`src/rtl/noc_out_port_ctrl_pkg.sv`:
```
// noc_out_port_ctrl_pkg: shared NoC flit width, flit-type encodings and output-port FSM states
package noc_out_port_ctrl_pkg;
    localparam int NOC_FLIT_W = 34;
    localparam logic [1:0] FT_BODY      = 2'b00;
    localparam logic [1:0] FT_HEAD      = 2'b01;
    localparam logic [1:0] FT_TAIL      = 2'b10;
    localparam logic [1:0] FT_HEAD_TAIL = 2'b11;
    typedef enum logic {
        S_IDLE   = 1'b0,
        S_LOCKED = 1'b1
    } state_t;
endpackage

```
`src/rtl/noc_out_reg.sv`:
```
// noc_out_reg: single valid/ready output register stage, one flit per cycle throughput
module noc_out_reg #(
    parameter int W = 34
) (
    input  logic         clk,
    input  logic         rst,
    input  logic         load,
    input  logic [W-1:0] din,
    input  logic         ready,
    output logic         valid,
    output logic [W-1:0] data,
    output logic         stage_free
);
    assign stage_free = !valid || ready;
    always_ff @(posedge clk) begin
        if (rst) begin
            valid <= 1'b0;
            data  <= '0;
        end else if (load) begin
            valid <= 1'b1;
            data  <= din;
        end else if (ready) begin
            valid <= 1'b0;
        end
    end
endmodule

```
`src/rtl/noc_out_port_ctrl.sv`:
```
// noc_out_port_ctrl: wormhole output-port lock for two inputs, external fixed-priority arbiter
module noc_out_port_ctrl
    import noc_out_port_ctrl_pkg::*;
#(
    parameter int FLIT_W = NOC_FLIT_W
) (
    input  logic                   clk,
    input  logic                   rst,
    input  logic [1:0]             in_valid_i,
    input  logic [1:0][FLIT_W-1:0] in_flit_i,
    output logic [1:0]             in_ready_o,
    output logic [1:0]             req_o,
    input  logic [1:0]             grant_i,
    output logic                   out_valid_o,
    output logic [FLIT_W-1:0]      out_flit_o,
    input  logic                   out_ready_i,
    output logic                   busy_o,
    output logic                   err_o
);
    state_t state, state_nx;
    logic owner, owner_nx, err_nx;
    logic stage_free, acc, sel, gnt_ok;
    logic [1:0] is_head, acc_ty;
    logic [FLIT_W-1:0] acc_flit;
    assign is_head[0] = in_flit_i[0][FLIT_W-1 -: 2] == FT_HEAD || in_flit_i[0][FLIT_W-1 -: 2] == FT_HEAD_TAIL;
    assign is_head[1] = in_flit_i[1][FLIT_W-1 -: 2] == FT_HEAD || in_flit_i[1][FLIT_W-1 -: 2] == FT_HEAD_TAIL;
    assign acc      = |(in_ready_o & in_valid_i);
    assign sel      = in_ready_o[1];
    assign acc_flit = in_flit_i[sel];
    assign acc_ty   = acc_flit[FLIT_W-1 -: 2];
    always_ff @(posedge clk) begin
        if (rst) begin
            state <= S_IDLE;
            owner <= 1'b0;
            err_o <= 1'b0;
        end else begin
            state <= state_nx;
            owner <= owner_nx;
            err_o <= err_nx;
        end
    end
    always_comb begin
        state_nx = !acc ? state :
                   state == S_IDLE ? (acc_ty == FT_HEAD ? S_LOCKED : S_IDLE) :
                   (acc_ty == FT_TAIL ? S_IDLE : S_LOCKED);
        owner_nx = (acc && state == S_IDLE && acc_ty == FT_HEAD) ? sel : owner;
        err_nx   = err_o || (acc && state == S_LOCKED && (acc_ty == FT_HEAD || acc_ty == FT_HEAD_TAIL));
    end
    // A malformed grant (zero, multi-hot, or pointing at a non-requester) accepts nothing
    always_comb begin
        req_o      = (!rst && state == S_IDLE) ? (in_valid_i & is_head) : 2'b00;
        gnt_ok     = $onehot(grant_i) && |(grant_i & req_o);
        in_ready_o = rst ? 2'b00 :
                     state == S_IDLE ? ((gnt_ok && stage_free) ? grant_i : 2'b00) :
                     (stage_free ? (owner ? 2'b10 : 2'b01) : 2'b00);
        busy_o     = state == S_LOCKED;
    end
    noc_out_reg #(.W(FLIT_W)) u_out_reg (
        .clk       (clk),
        .rst       (rst),
        .load      (acc),
        .din       (acc_flit),
        .ready     (out_ready_i),
        .valid     (out_valid_o),
        .data      (out_flit_o),
        .stage_free(stage_free)
    );
endmodule

```
`config.mk`:
```
export PLATFORM = sky130hd
export DESIGN_NAME = noc_out_port_ctrl
export DESIGN_NICKNAME = d
export VERILOG_FILES = /design/src/rtl/noc_out_port_ctrl_pkg.sv /design/src/rtl/noc_out_reg.sv /design/src/rtl/noc_out_port_ctrl.sv
export SDC_FILE = /design/constraint.sdc
export NUM_CORES = 1
export LEC_CHECK = 0
export ABC_CLOCK_PERIOD_IN_PS = 3000
export CORE_MARGIN = 10
export CORE_UTILIZATION = 24
export DETAILED_ROUTE_END_ITERATION = 10
export PLACE_DENSITY = 0.62
export SLEW_MARGIN = 20
export SYNTH_ARGS = -nofsm -noshare
export SYNTH_HDL_FRONTEND = slang
export SYNTH_SLANG_ARGS = --single-unit
```
`constraint.sdc`:
```
create_clock -name clk -period 3 [get_ports clk]
set_input_delay 0.3 -clock clk [delete_from_list [all_inputs] [get_ports clk]]
set_output_delay 0.3 -clock clk [all_outputs]
set_load 0.02 [all_outputs]
```
==> impl_metrics.csv <==
group,metric,value,unit
yosys,seq_area_frac_synth,41.4,%
sta,finalSetupViolations,0,
floorplan,design.portCount,116,
sta,worst_slew_pin_slew,0.555,ns
place,dp_worst_setup_slack,0.492,ns
place,place_area,3060,µm²
setup_path,largest_fanout_on_the_critical_path,9,
clock_tree,worst_setup_hold_path_clk_slew,0.07,ns
clock_tree,tritoncts,"done",
setup_path,start_kind,"primary input",
clock_tree,cts.root.buffer_cell,"sky130_fd_sc_hd__clkbuf_8",
final_layout,post-route-cell-area,3150,µm²
global_routing,first_global_vias,1870,
setup_path,crit_path_end,"in_ready_o[0]",
global_routing,grt_antenna_before_repair,0,
place,dp_hpwl,4.97,mm
sta,layout_worst_path_cycle_share,84.1,%
clock_tree,cts_resized,0,
clock_tree,clkLatencyLatePin,0.28,ns
power,total_leakage_power,1.03,nW
setup_path,crit_start,"out_ready_i",
power,pwr_density_cell,372,nW/µm²
job,maxCapViolCount,0,
route,routed_wire_length_per_instance,15.4,µm
clock_tree,cts_buffers,5,
sta,timing_max_transition_violations_final,0,
global_routing,grt_max_degree,33,
setup_path,r2r_setup_slk,0.92,ns
global_routing,globalRoute.totalOverflow,0,
place,routabilityCongestion,0.768,
route,detailed_router_s_first_iteration_violation_count,39,
final_layout,multiInputGateArea,958,µm²
route,routed_wirelength,6.17,mm
floorplan,initial_core_util,25.1,%
final_layout,register_area,761,µm²
route,antenna_violating_nets_post_route,0,
setup_path,cp_slowest_stage_delay,0.65,ns
sta,grt_setup_unrepaired,"false",
final_layout,antennaDiodeCount,0,
final_layout,layout.cells.most_common,"sky130_fd_sc_hd__clkdlybuf4s50_1",
sta,worst_slew_margin_rel,63.0,%
setup_path,cp_max_delay_cell,"sky130_fd_sc_hd__clkdlybuf4s50_1",
place,io_buffers,115,
sta,fin_skew,0.00684,ns
setup_path,crit_chain,"clkdlybuf4s50_1, nand2b_1, nand4b_1, a21oi_1, clkdlybuf4s50_1",
setup_path,data_arrival_critical_path,2.22,ns
yosys,syn_area,1840,µm²
sta,finalWorstSetupSlack,0.476,ns
final_layout,syn_to_final_growth,71.5,%
clock_tree,clock_tree.htree_level_count,2,
clock_tree,clk_path_buf_depth,2,
outcome,run_status,"complete, no violations",
yosys,synthesis.area_per_instance,9.77,µm²
clock_tree,clock_sinks,38,
min_path,min_delay_path_depth,1,
yosys,synthesis.nets,263,
setup_path,cp_data_required_time,2.70,ns
sta,timing_hold_violations_final,0,
floorplan,dieArea,11600,µm²
sta,timing.fmax,0.396,GHz
floorplan,coreArea,7330,µm²
setup_path,setup.worst_path.class,"primary input to primary output",
yosys,synth_warnings,0,
floorplan,die_height,107,µm
final_layout,nFillCells,698,
route,via_count,1784,
final_layout,mostFrequentLayoutCells,"sky130_fd_sc_hd__clkdlybuf4s50_1 (115), sky130_fd_sc_hd__dfxtp_1 (38), sky130_fd_sc_hd__nor2_1 (33)",
setup_path,nature_of_the_critical_path_endpoint,"primary output",
final_layout,final_layout_size_suffix_gt1_share,5.98,%
final_layout,design.final.nets,375,
setup_path,rr_worst_depth,6,
clock_tree,cts_setup_buffers,0,
sta,fin_setup_tns,0,ns
setup_path,r2r_startpoint,"busy_o",
global_routing,gr-usage-all-layers,10.7,%
clock_tree,hold_buffers,0,
route,detailedRoute.firstPassIterationCount,4,
sta,period_needed,2.52,ns
yosys,synth_seq_cells,38,
yosys,distinct_cell_type_count_of_the_synthesized_netlist,33,
setup_path,worst_r2r_endpoint,"u_out_reg.data[1]",
sta,hold_slack,0.496,ns
yosys,syn-instance-count,188,
route,remaining_drc_errors,0,
power,worst_case_vdd_ir_drop,0.180,mV
floorplan,floorplan.rows,31,
floorplan,chipWidth,107,µm
setup_path,crit_path_frequent_cell,"sky130_fd_sc_hd__clkdlybuf4s50_1",
min_path,min_path_type,"register to register",
global_routing,first_pass_grt_wire_length,9.89,mm
route,drt-vias-per-instance,4.46,
==> synthesized netlist by cell type, drive strengths merged <==
library cell	count	area [µm²]
dfxtp	38	761
nor2	33	124
a211oi	32	240
mux2i	32	320
buf	11	96.3
clkbuf	4	15.0
inv	4	15.0
o21ai	4	20.0
a21oi	3	15.0
nand4	3	25.0
nand4b	3	41.3
a21boi	2	15.0
and4bb	2	28.8
nand2	2	15.0
nand3	2	10.0
nand3b	2	15.0
a311oi	1	8.76
and3	1	6.26
and4b	1	10.0
nand2b	1	6.26
nor2b	1	6.26
nor3	1	5.00
o2111ai	1	8.76
o211ai	1	7.51
o2bb2ai	1	8.76
or2	1	6.26
or3	1	6.26
==> critical path: cells and delay by family <==
| family | cells | cell delay, ns |
|---|---|---|
| simple gates | 2 | 0.61 |
| buf+inv | 2 | 1.10 |
| compound gates | 1 | 0.22 |
==> final cells by class <==
class	instances	share of cell area, %
clock buffers	7	2.74
clock inverters	1	0.159
well taps	99	3.93
multi-input cells	131	30.4
repair buffers	120	38.1
inverters	4	0.477
flip-flops and latches	38	24.1
==> how the worst min path moves through the flow <==
| stage | startpoint | to |
|---|---|---|
| global route | u_out_reg.data[25] | u_out_reg.data[25] |
| global placement | err_o | err_o |
| floorplan | in_flit_i[67] | owner |
| CTS | u_out_reg.data[30] | u_out_reg.data[30] |
| finish | err_o | err_o |
| detailed placement | err_o | err_o |
==> state kept, by name, summed over array words and instances, names as in the netlist <==
name	cells
u_out_reg.data	34
owner	1
err_o	1
u_out_reg.valid	1
busy_o	1
==> metal layers <==
metal | wire (µm) | global-route usage, % | up-vias
met5 | 0 | 0 | -
met4 | 46 | 2.29 | 0
met3 | 753 | 6.59 | 6
met2 | 2870 | 17.3 | 75
met1 | 2500 | 11.6 | 782
li1 | - | - | 921
==> logic make-up (layout without fill, tap and decap cells) <==
logic type | count (synthesis) | in the layout | synth area share, %
mux | 32 | 32 | 17.4
buf+inv | 19 | 132 | 6.88
flops | 38 | 38 | 41.4
compound gates | 45 | 45 | 17.6
simple gates | 54 | 54 | 16.6
==> stage by stage <==
step                      util (%)  std cells  power (mW)
after floorplan                  -        188       0.658
after CTS                     43.0        400        1.19
after global placement        41.7        392       0.822
final                         43.0        400        1.17
after detailed placement      41.7        392       0.824
after global routing          43.0        400        1.24
==> report_power, final <==
group	leakage [nW]	internal [mW]	switching [mW]
clock	0.0482	0.186	0.177
combinational	0.674	0.162	0.107
sequential	0.309	0.527	0.0118
total	1.03	0.875	0.296
Note: power is estimated with default switching activity, not from simulation.
